`config.mk`:
```
export PLATFORM = sky130hd
export DESIGN_NAME = pingpong_sched
export DESIGN_NICKNAME = d
export VERILOG_FILES = /design/src/rtl/pingpong_sched.sv
export SDC_FILE = /design/constraint.sdc
export NUM_CORES = 1
export LEC_CHECK = 0
export BUFFER_PORTS_ARGS = -buffer_cell sky130_fd_sc_hd__buf_4
export CAP_MARGIN = 40
export CORE_ASPECT_RATIO = 0.6
export CORE_MARGIN = 4
export CORE_UTILIZATION = 53
export CTS_BUF_LIST = sky130_fd_sc_hd__clkbuf_4 sky130_fd_sc_hd__clkbuf_8 sky130_fd_sc_hd__clkbuf_16
export CTS_CLUSTER_SIZE = 12
export DETAILED_ROUTE_END_ITERATION = 6
export GPL_ROUTABILITY_DRIVEN = 0
export HOLD_SLACK_MARGIN = 0.12
export PLACE_DENSITY = 0.81
export SETUP_SLACK_MARGIN = 0.05
export SYNTH_ARGS = -nofsm -noshare
export SYNTH_HDL_FRONTEND = slang
export SYNTH_SLANG_ARGS = --single-unit
```
`constraint.sdc`:
```
create_clock -name clk -period 3.8 [get_ports clk]
set_input_delay 0.19 -clock clk [delete_from_list [all_inputs] [get_ports clk]]
set_output_delay 0.19 -clock clk [all_outputs]
set_load 0.02 [all_outputs]
```
`src/rtl/pingpong_sched.sv`:
```
// pingpong_sched: round-robin command scheduler in front of a 4-bit pingpong counter.
// Grants one requester at a time, drives the counter's hold/flip controls while the
// command executes, then reports completion id, status and the number of steps taken.
module pingpong_sched #(
  parameter int unsigned  NUM_REQ = 4,
  parameter int unsigned  ARG_W   = 8,
  localparam int unsigned ID_W    = $clog2(NUM_REQ)
) (
  input  logic                     clk,
  input  logic                     rst_n,
  input  logic [NUM_REQ-1:0]       req_valid,
  input  logic [2*NUM_REQ-1:0]     req_cmd,
  input  logic [ARG_W*NUM_REQ-1:0] req_arg,
  output logic [NUM_REQ-1:0]       req_ready,
  input  logic                     abort,
  input  logic [3:0]               cnt_out,
  input  logic                     cnt_dir,
  input  logic                     cnt_max,
  input  logic                     cnt_min,
  output logic                     cnt_hold,
  output logic                     cnt_flip,
  output logic                     busy,
  output logic                     done,
  output logic [ID_W-1:0]          done_id,
  output logic [1:0]               done_status,
  output logic [ARG_W-1:0]         done_steps
);

  typedef enum logic [2:0] {IDLE, RUN, RUNX, HOLDN, FLIP, DONE} state_t;

  localparam logic [1:0] CMD_RUN_N   = 2'b00;
  localparam logic [1:0] CMD_RUN_EXT = 2'b01;
  localparam logic [1:0] CMD_HOLD_N  = 2'b10;
  localparam logic [1:0] CMD_FLIP    = 2'b11;

  localparam logic [1:0] ST_OK      = 2'b00;
  localparam logic [1:0] ST_EXT     = 2'b01;
  localparam logic [1:0] ST_IGNORED = 2'b10;
  localparam logic [1:0] ST_ABORTED = 2'b11;

  state_t            state;
  logic [ID_W-1:0]   ptr;
  logic [ID_W-1:0]   id_q;
  logic [ARG_W-1:0]  rem;
  logic [ARG_W-1:0]  steps;

  logic              grant;
  logic [ID_W-1:0]   win;
  logic [31:0]       idx;
  logic [1:0]        win_cmd;
  logic [ARG_W-1:0]  win_arg;
  logic [ID_W-1:0]   ptr_nxt;

  logic              exec;
  logic              stepping;
  logic              ext_c;
  logic              fin;
  logic [1:0]        fin_status;
  logic [ID_W-1:0]   fin_id;
  logic [ARG_W-1:0]  fin_steps;

  // The extreme flags duplicate information already carried by cnt_out/cnt_dir.
  logic              unused_cnt_flags;
  assign unused_cnt_flags = cnt_max ^ cnt_min;

  // Round-robin search: first valid requester at or after ptr, wrapping.
  always_comb begin
    grant = 1'b0;
    win   = '0;
    idx   = '0;
    for (int unsigned k = 0; k < NUM_REQ; k++) begin
      idx = (32'(ptr) + k) % NUM_REQ;
      if (!grant && req_valid[ID_W'(idx)]) begin
        grant = 1'b1;
        win   = ID_W'(idx);
      end
    end
  end

  assign win_cmd = req_cmd[{win, 1'b0} +: 2];
  assign win_arg = req_arg[32'(win) * ARG_W +: ARG_W];
  assign ptr_nxt = ID_W'((32'(win) + 32'd1) % NUM_REQ);

  // Accept pulse is a combinational decode of the winner while idle.
  always_comb begin
    req_ready = '0;
    if (state == IDLE && grant) req_ready[win] = 1'b1;
  end

  // Counter control decodes.
  assign stepping = (state == RUN) || (state == RUNX) || (state == FLIP);
  assign exec     = stepping || (state == HOLDN);
  assign cnt_hold = !stepping;
  assign cnt_flip = (state == FLIP);

  // This cycle is the last stepping cycle before the counter hits 15 (up) or 0 (down).
  assign ext_c = (cnt_out == 4'd14 && !cnt_dir) || (cnt_out == 4'd1 && cnt_dir);

  // Completion decision for the current cycle; abort overrides any other outcome.
  always_comb begin
    fin        = 1'b0;
    fin_status = ST_OK;
    fin_id     = id_q;
    fin_steps  = steps;
    case (state)
      IDLE: begin
        if (grant && win_cmd != CMD_FLIP && win_arg == '0) begin
          fin       = 1'b1;
          fin_id    = win;
          fin_steps = '0;
        end
      end
      RUN, HOLDN: fin = (rem == ARG_W'(1));
      RUNX: begin
        if (ext_c) begin
          fin        = 1'b1;
          fin_status = ST_EXT;
        end else begin
          fin = (rem == ARG_W'(1));
        end
      end
      FLIP: begin
        fin = 1'b1;
        if (cnt_out == 4'd1 || cnt_out == 4'd14) fin_status = ST_IGNORED;
      end
      default: ;
    endcase
    if (stepping) fin_steps = steps + ARG_W'(1);
    if (abort && exec) begin
      fin        = 1'b1;
      fin_status = ST_ABORTED;
    end
  end

  // Scheduler FSM with registered status outputs.
  always_ff @(posedge clk or negedge rst_n) begin
    if (!rst_n) begin
      state       <= IDLE;
      ptr         <= '0;
      id_q        <= '0;
      rem         <= '0;
      steps       <= '0;
      busy        <= 1'b0;
      done        <= 1'b0;
      done_id     <= '0;
      done_status <= ST_OK;
      done_steps  <= '0;
    end else begin
      done <= 1'b0;
      if (fin) begin
        state       <= DONE;
        done        <= 1'b1;
        done_id     <= fin_id;
        done_status <= fin_status;
        done_steps  <= fin_steps;
      end
      case (state)
        IDLE: begin
          if (grant) begin
            id_q  <= win;
            rem   <= win_arg;
            steps <= '0;
            ptr   <= ptr_nxt;
            busy  <= 1'b1;
            if (!fin) begin
              case (win_cmd)
                CMD_RUN_N:   state <= RUN;
                CMD_RUN_EXT: state <= RUNX;
                CMD_HOLD_N:  state <= HOLDN;
                default:     state <= FLIP;
              endcase
            end
          end
        end
        RUN, RUNX, HOLDN, FLIP: begin
          rem <= rem - ARG_W'(1);
          if (stepping) steps <= steps + ARG_W'(1);
        end
        DONE: begin
          state <= IDLE;
          busy  <= 1'b0;
        end
        default: begin
          state <= IDLE;
          busy  <= 1'b0;
        end
      endcase
    end
  end

endmodule
```
After elaboration in Yosys (flattened, before gate mapping). Index checks and enable logic that the tools add are counted.

Logic and storage cells: 112. Latch bits: 0. Bits in registers: 37. Memories kept: 0. Bits in writable memories: 0. Output and inout bits: 20. ROM bits: 0.

$add $sub $neg: 6. Divide/modulo/power cells: 0. Equal/unequal tests: 12. $lt $le $gt $ge: 6. Bitwise operators: 1. Mux-type cells: 45. Shift-type cells: 2. Reduce and logical (&&, ||, !) cells: 30. $mul: 0.

Operators by type and width (count): 8-bit two-way mux (6); 8-bit case mux with 2 select lines (2); 32-bit by 6-bit variable part select with 8-bit output (1); 2-bit two-way mux (8); 2-bit by 3-bit < comparator with 1-bit output (second input constant) (5); 1-bit two-way mux (15); 1-bit logical AND (10); 3-bit two-way mux (3); 3-bit case mux with 3 select lines (1); 8-bit by 1-bit adder with 8-bit output (second input constant) (1); 1-bit binary-select mux with 2-bit select (4); 8-bit by 1-bit == test with 1-bit output (second input constant) (1); 8-bit logical NOT (1); 8-bit by 4-bit variable part select with 2-bit output (1); 8-bit by 1-bit subtractor with 8-bit output (second input constant) (1); 3-bit by 2-bit == test with 1-bit output (second input constant) (2); 2-bit inequality test (second input constant) (3); 3-bit case mux with 2 select lines (1); 2-bit AND reduction (3); 1-bit logical NOT (5); 1-bit logical OR (5); 2-bit by 1-bit adder with 2-bit output (second input constant) (2); 2-bit adder (second input constant) (2); 4-bit by 1-bit == test with 1-bit output (second input constant) (1); 18 further kinds (18).

Depth between registers and ports, before layout. Gate-level depths: netlist of the first run.

Depth after elaboration: 23. Mapped depth: 15. Gate-level depth less buffers: 13.

Least setup slack after synthesis of the first run. Ideal clock, no wire load.

Path kind: register to register. From: register ptr[0]. To: register done_id[0]. Arrival time: 2.938 ns. Path buffers: 1. Stages on the path, launching flop included: 14. Library setup time: 0.125 ns. Data required time: 3.675 ns. Path slack: 0.737 ns. Cells stage by stage: dfrtp_1 > nand2b_1 > a21oi_1 > a211oi_4 > inv_1 > buf_2 > and3_1 > a31oi_1 > ha_1 > or3_1 > a221oi_2 > nand4_4 > a31oi_4 > mux2_2.

Cells in the longest elaborated chain, start to end: 19.

RTL lines: start, declared (RTL line 42) `logic [ID_W-1:0] ptr;`; start signal, assigned (RTL line 163) `ptr <= ptr_nxt;`; branches (longest 19 deep; another with 2-bit by 1-bit adder with 2-bit output); end signal, assigned (RTL line 153) `done_id <= fin_id;`; end, declared (RTL line 24) `output logic [ID_W-1:0] done_id,`.

Parallel ways; which one is timed is not known. The select of a mux whose other input is x is not followed. A chain may end at the register's enable or synchronous reset.

Worst setup path in the final report of the first run.
From: register ptr[0]. To: register done_steps[5].

Cells in the longest elaborated chain, start to end: 19.

RTL lines: branches (longest 11 deep; another with 2-bit by 1-bit adder with 2-bit output); 2-bit two-way mux (*) (RTL line 73) `if (!grant && req_valid[ID_W'(idx)]) begin`; named net win[1] (RTL line 48) `logic [ID_W-1:0] win;`; branches (longest 3 deep; another with 32-bit by 6-bit variable part select with 8-bit output); 1-bit logical AND (*) (RTL line 107) `if (grant && win_cmd != CMD_FLIP && win_arg == '0) begin`; 1-bit two-way mux or 8-bit two-way mux (tied branches) (RTL line 107); 1-bit case mux with 4 select lines or 8-bit two-way mux (tied branches) (RTL line 105) `case (state)`; 1-bit two-way mux or 8-bit two-way mux (tied branches) (RTL line 129, 128); end signal, assigned (RTL line 155) `done_steps <= fin_steps;`; end, declared (RTL line 26) `output logic [ARG_W-1:0] done_steps`.

Mark *: on every way through the listed nets, which the timed path passes. The select of a mux whose other input is x is not followed.

==> impl_metrics.yaml, run 1 <==
run_status:
  outcome: "finished clean"
clock_network:
  clock_path_buffers: 2
  clkLatencyLatePin_ns: 0.29
  cts_tree: "yes"
  h-tree-depth: 2
  cts_inserted_buffers: 5
  cts_sinks: 37
  clkTransAtPathRegs_ns: 0.08
  cts_root_buf: "clkbuf_8"
worst_setup_path:
  reg2reg_depth: 15
  r2r_end: "done_steps[5]$_DFFE_PN0P_"
  startpoint_type: "flop"
  path_max_fanout: 13
  crit_type: "flop to flop"
  crit_path_end_kind: "flop"
  required_ns: 4.02
  cp-endpoint: "done_steps[5]$_DFFE_PN0P_"
  r2r-start: "ptr[0]$_DFFE_PN0P_"
  critPathLaunch: "ptr[0]$_DFFE_PN0P_"
  cp.arrival_ns: 3.70
  reg2reg_slack_ns: 0.32
die:
  die_y_um: 63.2
  rows: 19
  top_level_ports: 74
  die_x_um: 100
  start_util_pct: 56.9
  coreArea_um2: 4730
  dieArea_um2: 6320
timing:
  worst_slew_pin_slew_ns: 0.850
  setup_viol: 0
  fin_crit_ns: 3.48
  hold_ws_ns: 0.242
  hold_violations: 0
  fin_tns_setup_ns: 0
  clock_skew_ns: 0.0116
  rsz0062_at_grt: "no"
  timing.final.crit_share_pct: 91.6
  timing.final.max_slew_violations: 0
  slew_headroom_pct: 42.9
  max_freq_ghz: 0.287
yosys:
  ys.flop_type: "dfrtp_1"
  yosys_warnings: 0
  async_reset_ff_share_pct: 100
  synthTopCellsByArea: "dfrtp_1 34%, nand3_1 5.6%, o21ai_0 5.4%, nand2_1 4.7%, ha_1 4.2%"
  synth_nets: 391
  synth_cell_types: 56
  synth_edf_count: 0
  seq_area_frac_synth_pct: 34.4
  yosysMostFrequentCell: "dfrtp_1"
  synth_area_per_cell_um2: 8.20
  synth_area_um2: 2690
  yosysTopAreaCellShare_pct: 34.4
  synthesis.instances: 328
  synth.largest_area_cell: "dfrtp_1"
  synth-seq-cells: 37
  synth_common_cells: "37 x dfrtp_1, 34 x nand2_1, 30 x nand3_1"
detailed_routing:
  wl_um: 7050
  ant_nets: 0
  dr.pass1.iters: 5
  viasPerCell: 5.87
  drt_iter0_markers: 183
  drc: 0
  vias: 2725
  routedWlPerCell_um: 15.2
final_layout:
  syn2layout_area_growth_pct: 26.0
  finalNetCount: 463
  drive_gt1_share_pct: 26.7
  n_fill_cell: 385
  num_antenna_cells: 0
grt:
  gr-total-overflow: 0
  grt_pass1_vias: 2486
  grt_max_degree: 38
  antenna_found_initial: 0
  grt_usage_pct: 22.8
  grt_pass1_wl_um: 11800
placement:
  port_buffers: 71
  dp.final_hpwl_um: 5350
power_and_ir_drop:
  p_leak_nw: 1.66
  power_density_nw_per_um2: 771
  peakVddDrop_uv: 635
run:
  drv_cap: 0
min_path:
  hold_class: "primary input to flop"
worst min-delay path by stage:
stage	startpoint	endpoint	slack, ns	cells after the start
after global routing	abort	done_status[1]$_DFFE_PN0P_	0.24	3
final	abort	done_status[1]$_DFFE_PN0P_	0.24	3
after floorplan	rst_n	busy$_DFFE_PN0P_	-0.11	0
after detailed placement	rst_n	rem[4]$_DFFE_PN0P_	0.18	1
after CTS	abort	done_status[1]$_DFFE_PN0P_	0.23	3
after global placement	rst_n	rem[4]$_DFFE_PN0P_	0.18	1
report_power, final:
part           total (mW)  switching, mW  internal [mW]
combinational        1.64          0.982          0.658
clock               0.277          0.143          0.134
sequential          0.699          0.148          0.551
total                2.62           1.27           1.34
worst max-delay path: stages, from the launching register on:
cell      delay [ns]
dfrtp_1         0.41
and2b_1         0.27
a211oi_4        0.09
nor2_4          0.17
buf_4           0.15
inv_2           0.11
nand2_1         0.09
and3_1          0.15
a31oi_1         0.07
ha_1            0.24
or3_1           0.41
a221oi_2        0.31
nand4_4         0.19
a31oi_4         0.30
buf_4           0.25
mux2i_1         0.19
cell type report:
type                       instances  area [µm²]  area share, %
sequential                        37         926           27.3
clock inverter                     2        10.0          0.295
multi-input combinational        254        1610           47.5
tap                               63        78.8           2.32
timing repair buffer              81         611           18.0
clock buffer                       6        76.3           2.25
inverter                          21        78.8           2.32
state kept, by name, indices dropped and copies added (netlist names):
signal,count
done_steps,8
rem,8
steps,8
state,3
done_id,2
done_status,2
id_q,2
ptr,2
busy,1
done,1
metal layers:
metal / GRT usage [%] / up-vias / wire length (µm)
met2: 33.5 / 97 / 3060
met5: 0 / - / 0
met4: 3.03 / 0 / 34
li1: - / 1333 / -
met3: 5.40 / 6 / 508
met1: 34.9 / 1289 / 3450
cells by family after synthesis:
logic type	Yosys count	share of synthesized area (%)
simple gates	139	27.1
compound gates	91	22.7
buf+inv	37	6.00
flops	37	34.4
mux	13	5.02
fa+ha+maj	9	4.19
xor+xnor	2	0.651
repair_timing:
action,in CTS,in global routing
setup endpoints to repair,0,8
endpoints found under the hold margin,37,0
resized for setup,0,1
hold buffers,1,0
setup buffers,0,0
through the flow:
stage / util, % / total power [mW] / area (µm²) / setup slack [ns] / cells
global placement: 69.5 / 2.27 / 3290 / 0.265 / 455
floorplan: - / 1.86 / 2690 / 0.737 / 328
detailed placement: 69.5 / 2.32 / 3290 / 0.186 / 455
global route: 71.7 / 2.85 / 3390 / 0.0692 / 464
CTS: 71.5 / 2.61 / 3380 / 0.149 / 464
finish: 71.7 / 2.62 / 3390 / 0.321 / 464
layout by cell type, fill, tap and decap left out, types with 2 or more instances in the layout:
| cell | instances |
|---|---|
| a211oi_1 | 5 |
| a211oi_2 | 2 |
| a211oi_4 | 2 |
| a21o_1 | 4 |
| a21oi_1 | 16 |
| a31oi_1 | 16 |
| and3_1 | 15 |
| buf_4 | 80 |
| clkbuf_8 | 5 |
| clkinv_2 | 2 |
| dfrtp_1 | 37 |
| ha_1 | 9 |
| inv_1 | 19 |
| mux2_1 | 2 |
| mux2_2 | 2 |
| mux2i_1 | 9 |
| nand2_1 | 34 |
| nand2b_1 | 3 |
| nand3_1 | 30 |
| nand3_2 | 2 |
| nor2_1 | 20 |
| nor2b_1 | 4 |
| nor3_1 | 8 |
| nor3b_1 | 2 |
| nor4_1 | 3 |
| nor4b_1 | 2 |
| o21ai_0 | 29 |
| o22ai_1 | 4 |
| o31a_1 | 2 |
| or2_2 | 2 |
| or3_1 | 6 |
No activity file was read; power rests on OpenSTA's default activity.
==> inputs of run 2 (changes only) <==
- BUFFER_PORTS_ARGS: -buffer_cell sky130_fd_sc_hd__buf_4 -> not set
- CORE_ASPECT_RATIO: 0.6 -> 0.8
- CORE_UTILIZATION: 53 -> 56
- DONT_BUFFER_PORTS: not set -> 1
- PLACE_DENSITY: 0.81 -> 0.71
- clock period: 3.8 -> 3.3 ns (I/O delays scaled with it)
==> impl_metrics.yaml, run 2 (synthesis gave the netlist of run 1 again) <==
run_status:
  outcome: "finished clean"
die:
  die_y_um: 70.0
  coreArea_um2: 4620
  top_level_ports: 74
  die_x_um: 85.5
  rows: 22
  start_util_pct: 58.2
  dieArea_um2: 5980
clock_network:
  h-tree-depth: 2
  cts_sinks: 37
  clkTransAtPathRegs_ns: 0.07
  cts_root_buf: "clkbuf_8"
  cts_inserted_buffers: 5
  clock_path_buffers: 2
  cts_tree: "yes"
  clkLatencyLatePin_ns: 0.29
run:
  drv_cap: 0
worst_setup_path:
  path_delay_family: "simple AND/OR/NAND/NOR gates"
  cp_cell_sequence: "and2b_1 > a211oi_2 > nor2_4 > inv_4 > nand2_1 > and3_1 > a31oi_1 > ha_2 > or3_4 > a221oi_4 > nand4_4 > a31oi_4 > mux2_2"
  cpPeakStageDelay_ns: 0.41
  crit_path_end_kind: "flop"
  path_max_fanout: 8
  startpoint_type: "flop"
  slowest_stage: "dfrtp_1"
  required_ns: 3.48
  path_buf_inv: 1
  cp.arrival_ns: 3.27
  crit_type: "flop to flop"
grt:
  gr-total-overflow: 0
  grt_busiest_layer: "met2"
  grtUsageMet2_pct: 35.7
  antenna_found_initial: 0
  grt.met3_usage_pct: 5.31
  grt_pass1_vias: 2363
  grt_pass1_wl_um: 11100
  grt_usage_pct: 22.8
  grt_max_degree: 38
  grt.met1_usage_pct: 31.1
placement:
  port_buffers: 0
  dp.final_hpwl_um: 4910
  placed_cells: 384
timing:
  timing.final.max_slew_violations: 0
  fin_tns_setup_ns: 0
  max_freq_ghz: 0.324
  hold_violations: 0
  clock_skew_ns: 0.00559
  fin_crit_ns: 3.09
  slew_headroom_pct: 45.4
  setup_viol: 0
  worst_slew_pin_slew_ns: 0.813
  timing.final.crit_share_pct: 93.5
  rsz0062_at_grt: "no"
power_and_ir_drop:
  pwr-share-clk_pct: 11.8
  seq_power_share_pct: 29.9
  p_sw_mw: 1.47
  p_leak_nw: 1.38
  comb_power_share_pct: 58.3
  swShare_pct: 49.1
  peakVddDrop_uv: 576
  p_int_mw: 1.52
  power_density_nw_per_um2: 1000
detailed_routing:
  viasPerCell: 6.17
  wl_um: 6750
  drc: 0
  ant_nets: 0
  vias: 2454
  drt_iter0_markers: 161
  dr.pass1.iters: 4
  routedWlPerCell_um: 17.0
final_layout:
  finalNetCount: 400
  seq_area_um2: 927
  mostFrequentLayoutCells: "36 x dfrtp_1, 34 x nand2_1, 30 x nand3_1"
  num_antenna_cells: 0
  final_common_cell: "dfrtp_1"
  drive_gt1_share_pct: 14.8
  syn2layout_area_growth_pct: 11.1
  fin_cells: 398
  multi_input_area_um2: 1640
  n_fill_cell: 408
  reg.largest.list: "done_steps: 8 flops, rem: 8 flops, steps: 8 flops"
min_path:
  hold_class: "primary input to flop"
-- run 2: changes by cell type in the layout (fill, tap and decap cells not counted), moves of 2 or more --
cell / before / now
a21oi_1: 16 / 14
clkbuf_8: 5 / 7
a21oi_2: 0 / 2
buf_4: 80 / 13
-- run 2: final timing paths --
path / start / to / slack, ns / depth (start not counted)
worst max-delay path: ptr[0]$_DFFE_PN0P_ / done_id[0]$_DFFE_PN0P_ / 0.21 / 13
worst min-delay path: abort / done_status[1]$_DFFE_PN0P_ / 0.17 / 4
worst max register to register: ptr[0]$_DFFE_PN0P_ / done_id[0]$_DFFE_PN0P_ / 0.21 / 13
worst min register to register: id_q[1]$_DFFE_PN0P_ / id_q[1]$_DFFE_PN0P_ / 0.49 / 2
max in group asynchronous: rst_n / ptr[1]$_DFFE_PN0P_ / 2.77 / 2
min in group asynchronous: rst_n / rem[4]$_DFFE_PN0P_ / 0.32 / 2
-- run 2: per-layer routing --
metal	part of all wire (%)	vias to the layer above
met1	46	1174
met5	0	-
met4	1.4	0
li1	-	1207
met3	5.2	8
met2	48	65
-- run 2: worst reg2reg max path, cell delays in order, from the launching register on --
cell	delay, ns
dfrtp_1	0.41
and2b_1	0.23
a211oi_2	0.06
nor2_4	0.24
inv_4	0.09
nand2_1	0.08
and3_1	0.15
a31oi_1	0.06
ha_2	0.24
or3_4	0.40
a221oi_4	0.22
nand4_4	0.18
a31oi_4	0.25
mux2_2	0.36
-- run 2: cell type report --
cell class,instances,area share [%]
timing repair buffer,18,5.48
clock inverter,1,0.167
tap,60,2.51
sequential,37,31.0
clock buffer,7,3.22
inverter,21,2.72
multi-input combinational,254,54.9
-- run 2: power groups by stage --
stage	Sequential [mW]	Combinational [mW]	Clock, mW
5_1_grt	0.920	1.95	0.382
4_1_cts	0.888	1.69	0.364
6_report	0.894	1.75	0.353
2_1_floorplan	0.837	1.31	0
3_5_place_dp	0.896	1.65	0
3_3_place_gp	0.889	1.57	0
-- run 2: what timing repair did --
item / CTS / global route
setup endpoints to repair: 1 / 13
setup buffers: 1 / 2
hold buffers: 3 / 0
gates resized for setup: 1 / 8
pin swaps: 1 / 4
endpoints found under the hold margin: 38 / 0
-- run 2: through the flow --
stage          setup slack [ns]  instance area (µm²)  util (%)  hold slack [ns]  power, mW
6_report                  0.214                 2990      64.6            0.165       2.99
5_1_grt                  0.0517                 2990      64.6            0.171       3.25
4_1_cts                  0.0675                 2940      63.5            0.156       2.94
3_5_place_dp             0.0794                 2780      60.2           -0.129       2.55
3_3_place_gp              0.148                 2770      59.9           -0.129       2.46
2_1_floorplan             0.237                 2690         -           -0.131       2.14
